==> src/rtl/biss_c_frame_master.sv <==
// BiSS-C frame master: gates a divided clock onto MA for one frame and decodes the SLO reply.
// Optional CRC6 check is built when BISS_CRC_CHECK_EN is defined; otherwise crc_err_o stays 0.
module biss_c_frame_master #(
    parameter int DATA_BITS           = 26,
    parameter int ACK_TIMEOUT_EDGES   = 16,
    parameter int START_TIMEOUT_EDGES = 64,
    parameter int STOP_TIMEOUT_CYCLES = 4096
) (
    input  logic                 clk_i,
    input  logic                 rst_i,
    input  logic                 ma_div_i,
    input  logic                 start_i,
    input  logic                 slo_i,
    output logic                 ma_o,
    output logic                 busy_o,
    output logic [DATA_BITS-1:0] data_o,
    output logic                 cds_o,
    output logic                 err_o,
    output logic                 warn_o,
    output logic                 crc_err_o,
    output logic                 timeout_o,
    output logic                 valid_o
);
    localparam int MAX_A = (ACK_TIMEOUT_EDGES > START_TIMEOUT_EDGES) ? ACK_TIMEOUT_EDGES
                                                                      : START_TIMEOUT_EDGES;
    localparam int MAX_B = (MAX_A > STOP_TIMEOUT_CYCLES) ? MAX_A : STOP_TIMEOUT_CYCLES;
    localparam int MAX_C = (MAX_B > DATA_BITS) ? MAX_B : DATA_BITS;
    localparam int CW    = $clog2(MAX_C + 1);

    typedef enum logic [3:0] {
        IDLE, ARM, WAIT_ACK, WAIT_START, CDS, DATA, EW, CRC, STOP, ABORT
    } state_t;

    state_t               state;
    logic                 slo_m, slo_s, ma_q;
    logic                 rise, fall;
    logic [CW-1:0]        cnt;
    logic [DATA_BITS-1:0] shreg;
    logic                 cds_r, ne_r, nw_r;
    logic                 crc_bad;

    assign rise = ma_div_i & ~ma_q;
    assign fall = ~ma_div_i & ma_q;

    always_ff @(posedge clk_i) begin
        if (rst_i) begin
            slo_m <= 1'b1;
            slo_s <= 1'b1;
            ma_q  <= 1'b1;
        end else begin
            slo_m <= slo_i;
            slo_s <= slo_m;
            ma_q  <= ma_div_i;
        end
    end

`ifdef BISS_CRC_CHECK_EN
    logic [5:0] crc_calc, rx_crc;
    logic       crc_fb;

    assign crc_fb  = slo_s ^ crc_calc[5];
    // Sender transmits the inverted remainder.
    assign crc_bad = (rx_crc != ~crc_calc);

    always_ff @(posedge clk_i) begin
        if (rst_i || state == ARM) begin
            crc_calc <= '0;
            rx_crc   <= '0;
        end else if (rise) begin
            if (state == DATA || state == EW)
                crc_calc <= {crc_calc[4:0], 1'b0} ^ ({6{crc_fb}} & 6'h03);
            if (state == CRC)
                rx_crc <= {rx_crc[4:0], slo_s};
        end
    end
`else
    assign crc_bad = 1'b0;
`endif

    always_ff @(posedge clk_i) begin
        if (rst_i) begin
            state     <= IDLE;
            cnt       <= '0;
            shreg     <= '0;
            cds_r     <= 1'b0;
            ne_r      <= 1'b1;
            nw_r      <= 1'b1;
            ma_o      <= 1'b1;
            busy_o    <= 1'b0;
            data_o    <= '0;
            cds_o     <= 1'b0;
            err_o     <= 1'b0;
            warn_o    <= 1'b0;
            crc_err_o <= 1'b0;
            timeout_o <= 1'b0;
            valid_o   <= 1'b0;
        end else begin
            valid_o <= 1'b0;
            case (state)
                IDLE: begin
                    ma_o <= 1'b1;
                    // A request landing on the completion pulse is dropped.
                    if (start_i && !valid_o) begin
                        state  <= ARM;
                        cnt    <= '0;
                        busy_o <= 1'b1;
                    end
                end
                ARM: begin
                    ma_o <= 1'b1;
                    if (fall) begin
                        state <= WAIT_ACK;
                        cnt   <= '0;
                        ma_o  <= ma_div_i;
                    end
                end
                WAIT_ACK: begin
                    ma_o <= ma_div_i;
                    if (rise) begin
                        if (!slo_s) begin
                            state <= WAIT_START;
                            cnt   <= '0;
                        end else if (cnt == CW'(ACK_TIMEOUT_EDGES - 1)) begin
                            state <= ABORT;
                            cnt   <= '0;
                        end else begin
                            cnt <= cnt + 1'b1;
                        end
                    end
                end
                WAIT_START: begin
                    ma_o <= ma_div_i;
                    if (rise) begin
                        if (slo_s) begin
                            state <= CDS;
                            cnt   <= '0;
                        end else if (cnt == CW'(START_TIMEOUT_EDGES - 1)) begin
                            state <= ABORT;
                            cnt   <= '0;
                        end else begin
                            cnt <= cnt + 1'b1;
                        end
                    end
                end
                CDS: begin
                    ma_o <= ma_div_i;
                    if (rise) begin
                        cds_r <= slo_s;
                        state <= DATA;
                        cnt   <= '0;
                    end
                end
                DATA: begin
                    ma_o <= ma_div_i;
                    if (rise) begin
                        shreg <= DATA_BITS'({shreg, slo_s});
                        if (cnt == CW'(DATA_BITS - 1)) begin
                            state <= EW;
                            cnt   <= '0;
                        end else begin
                            cnt <= cnt + 1'b1;
                        end
                    end
                end
                EW: begin
                    ma_o <= ma_div_i;
                    if (rise) begin
                        if (cnt == '0) begin
                            ne_r <= slo_s;
                            cnt  <= cnt + 1'b1;
                        end else begin
                            nw_r  <= slo_s;
                            state <= CRC;
                            cnt   <= '0;
                        end
                    end
                end
                CRC: begin
                    ma_o <= ma_div_i;
                    if (rise) begin
                        if (cnt == CW'(5)) begin
                            state <= STOP;
                            cnt   <= '0;
                        end else begin
                            cnt <= cnt + 1'b1;
                        end
                    end
                end
                STOP: begin
                    ma_o <= 1'b1;
                    if (slo_s) begin
                        state     <= IDLE;
                        cnt       <= '0;
                        busy_o    <= 1'b0;
                        valid_o   <= 1'b1;
                        data_o    <= shreg;
                        cds_o     <= cds_r;
                        err_o     <= ~ne_r;
                        warn_o    <= ~nw_r;
                        crc_err_o <= crc_bad;
                        timeout_o <= 1'b0;
                    end else if (cnt == CW'(STOP_TIMEOUT_CYCLES - 1)) begin
                        state <= ABORT;
                        cnt   <= '0;
                    end else begin
                        cnt <= cnt + 1'b1;
                    end
                end
                ABORT: begin
                    ma_o      <= 1'b1;
                    timeout_o <= 1'b1;
                    valid_o   <= 1'b1;
                    busy_o    <= 1'b0;
                    state     <= IDLE;
                    cnt       <= '0;
                end
                default: begin
                    state  <= IDLE;
                    cnt    <= '0;
                    ma_o   <= 1'b1;
                    busy_o <= 1'b0;
                end
            endcase
        end
    end
endmodule

==> config.mk <==
export PLATFORM = sky130hd
export DESIGN_NAME = biss_c_frame_master
export DESIGN_NICKNAME = d
export VERILOG_FILES = /design/src/rtl/biss_c_frame_master.sv
export SDC_FILE = /design/constraint.sdc
export NUM_CORES = 1
export LEC_CHECK = 0
export ABC_AREA = 1
export CORE_MARGIN = 4
export CORE_UTILIZATION = 45
export CTS_CLUSTER_SIZE = 16
export DETAILED_ROUTE_END_ITERATION = 6
export PLACE_DENSITY = 0.69
export SLEW_MARGIN = 20
export SYNTH_ARGS = -nofsm -noshare
export SYNTH_HDL_FRONTEND = slang
export SYNTH_SLANG_ARGS = --single-unit
==> constraint.sdc <==
create_clock -name clk_i -period 1.7 [get_ports clk_i]
set_clock_uncertainty 0.1 [all_clocks]
set_input_delay 0.34 -clock clk_i [delete_from_list [all_inputs] [get_ports clk_i]]
set_output_delay 0.34 -clock clk_i [all_outputs]
set_load 0.05 [all_outputs]
==> impl_metrics.env <==
export IMPL_r2r_start="cnt[0]"
export IMPL_via_per_inst=5.24
export IMPL_worst_path_max_fanout=7
export IMPL_synth_xor_area_share_pct=0.710
export IMPL_mostFrequentLayoutCell="nand2_1"
export IMPL_grt_use_total_pct=19.2
export IMPL_wl_um=9170
export IMPL_synthTopCellsByArea="dfxtp_1 44%, nand2_1 12%, a21oi_1 9.7%, nand3_1 9.6%, inv_1 2.8%"
export IMPL_ff2ff_setup_slack_ps=-50
export IMPL_antenna_cells=0
export IMPL_final_cells=673
export IMPL_rsz0062_at_grt="yes"
export IMPL_p_per_area_nw_per_um2=1050
export IMPL_setup_violations_final=6
export IMPL_post_synth_top_area_cell="dfxtp_1"
export IMPL_worstSetupStartpointType="flip-flop"
export IMPL_hold_buffers=0
export IMPL_htree_levels=3
export IMPL_clock_path_buffers=2
export IMPL_synth_cell_type_count=36
export IMPL_synth_top_area_share_pct=44.4
export IMPL_synthArstFlopShare_pct=0
export IMPL_synth_simple_area_share_pct=33.1
export IMPL_synth_edff_count=0
export IMPL_crit_type="flip-flop to flip-flop"
export IMPL_setup_slack_ps=-52.2
export IMPL_die_w_um=98.7
export IMPL_vias=3524
export IMPL_core_area_sq_um=7850
export IMPL_cts_tree="built"
export IMPL_num_io_pins=39
export IMPL_routedWlPerCell_um=13.6
export IMPL_synth_flop_cell="dfxtp_1"
export IMPL_drv_slew=0
export IMPL_reg2reg_depth=10
export IMPL_die_h_um=98.7
export IMPL_drive_above_1_share_pct=28.2
export IMPL_highest_layer="met4"
export IMPL_vdd_ir_drop_max_mv=0.444
export IMPL_synthAdderAreaFrac_pct=1.01
export IMPL_finalCritPeriodShare_pct=103
export IMPL_hp_start="slo_m"
export IMPL_multi_input_area_sq_um=1840
export IMPL_insertion_delay_ps=360
export IMPL_period_minus_slack_ps=1750
export IMPL_timing_rr_end="cnt[9]"
export IMPL_met3_length_um=398
export IMPL_utilization_pct=59.8
export IMPL_remaining_drc_errors=0
export IMPL_antenna_found_initial=0
export IMPL_status="complete, but fails checks"
export IMPL_syn_area_per_cell_sq_um=7.37
export IMPL_dr_pass1_iters=5
export IMPL_wirelength_met1_um=4160
export IMPL_numCtsBuffers=9
export IMPL_synth_area_sq_um=3700
export IMPL_syn_nets=510
export IMPL_cp_required_ps=1860
export IMPL_final_antenna_net_count=0
export IMPL_worst_ep_arrival_time_ps=1910
export IMPL_port_buffers=37
export IMPL_fillers=738
export IMPL_drt_iter0_markers=188
export IMPL_worstSetupEndpointType="flip-flop"
export IMPL_first_global_vias=3341
export IMPL_place_congestion=0.863
export IMPL_die_area_sq_um=9740
export IMPL_regArea_sq_um=1650
export IMPL_synthMuxAreaShare_pct=0
export IMPL_fmax_ghz=0.571
export IMPL_worstHoldPathCells=1
export IMPL_cts_sinks=82
export IMPL_synth_warnings=0
export IMPL_holdPathEnd="slo_s"
export IMPL_initial_core_util_pct=47.1
export IMPL_area_delta_synth_final_pct=26.9
export IMPL_synth_compound_area_share_pct=12.2
export IMPL_hold_viol_final=0
export IMPL_violations="setup timing"
export IMPL_clockRootBuffer="clkbuf_8"
export IMPL_power_leakage_nw=1.84
export IMPL_postSynthCellCount=502
export IMPL_route_met2_wl_um=4480
export IMPL_ys_ff_latch=82
export IMPL_dp_hpwl_um=6090
export IMPL_final_nets=574
export IMPL_maxCapViolCount=0
export IMPL_p_total_mw=4.92
export IMPL_synth_seq_area_share_pct=44.4
export IMPL_final_cell_mix="108 x nand2_1, 78 x dfxtp_1, 71 x nand3_1, 68 x a21oi_1, 66 x buf_4"
export IMPL_clk_pin_slew_worst_paths_ps=100
export IMPL_grt_remaining_overflow=0
export IMPL_grt_start_max_net_pins=72
export IMPL_grt_pass1_wl_um=15500
export IMPL_fin_tns_setup_ps=-95.7
export IMPL_row_count=32
export IMPL_dp_cells=652
export IMPL_synth_top_family_by_area="simple AND/OR/NAND/NOR gates"
export IMPL_worstHoldPathType="flip-flop to flip-flop"
routing by layer:
layer,vias to the layer above,global-route usage [%]
li1,1788,-
met1,1642,25.6
met2,82,31.1
met3,12,3.54
met4,0,7.14
met5,-,0
where the power goes:
| group | switching (mW) | internal, mW | leakage [nW] |
|---|---|---|---|
| clock | 0.797 | 0.557 | 0.0925 |
| sequential | 0.0560 | 1.98 | 0.664 |
| combinational | 0.962 | 0.565 | 1.08 |
| total | 1.82 | 3.10 | 1.84 |
worst max-delay path, stage by stage, from the launching register on:
cell	delay, ps
dfxtp_4	400
ha_4	150
nand3_2	120
nor2_1	120
nand2_1	70
nand2_2	80
nand2_4	70
nor2_8	190
nand3_4	160
nand4_1	150
inv_1	40
how the worst max path moves through the flow:
stage	startpoint	endpoint	slack [ps]	cells after the start
final	cnt[0]	cnt[9]	-50	10
after floorplan	cnt[0]	cnt[3]	50	11
after CTS	cnt[1]	cnt[9]	-90	13
after global placement	ma_div_i	state[0]	-220	9
after global routing	cnt[0]	cnt[9]	-160	10
after detailed placement	ma_div_i	state[1]	-240	9
cells in the mapped netlist, types with 4 or more instances:
cell / count
a21oi_1: 72
nor2_1: 28
clkbuf_1: 14
o21ai_0: 6
nand2_1: 114
nand4_1: 12
inv_1: 28
nand2_2: 8
dfxtp_1: 82
nand3_1: 71
buf_2: 8
nor2_2: 8
nor3_1: 4
inv_2: 12
stage by stage:
stage          setup WS, ps  hold WS [ps]  cell area, sq um
6_report              -52.2           330              4690
5_1_grt                -160           346              4690
3_5_place_dp           -244           317              4370
2_1_floorplan          51.4           289              3700
4_1_cts               -90.7           340              4650
3_3_place_gp           -217           295              4370
final cells by class:
type | count | area share [%]
clock buffer | 9 | 2.64
clock inverter | 7 | 1.25
inverter | 42 | 3.52
multi-input combinational | 351 | 39.1
sequential | 82 | 35.2
tap | 102 | 2.72
timing repair buffer | 80 | 15.6
sequential cells by signal, indices dropped and copies added (netlist names), 4 cells and up:
register and count:
shreg 26, cnt 13, state 4, data_o 26
logic make-up (layout without fill, tap and decap cells):
kind of cell / count (synthesis) / in the layout
flip-flops: 82 / 82
AO/OA/AOI/OAI: 85 / 85
AND/OR/NAND/NOR: 258 / 259
adder cells (fa/ha/maj): 3 / 3
other: 1 / 1
XOR/XNOR: 3 / 3
buffers and inverters: 70 / 138
what timing repair did:
item,4_1_cts,5_1_grt
cloned,1,0
setup buffers,3,1
endpoints found under the setup margin,17,38
pin swaps,16,14
resized for setup,16,16
No activity file was read; power rests on OpenSTA's default activity.
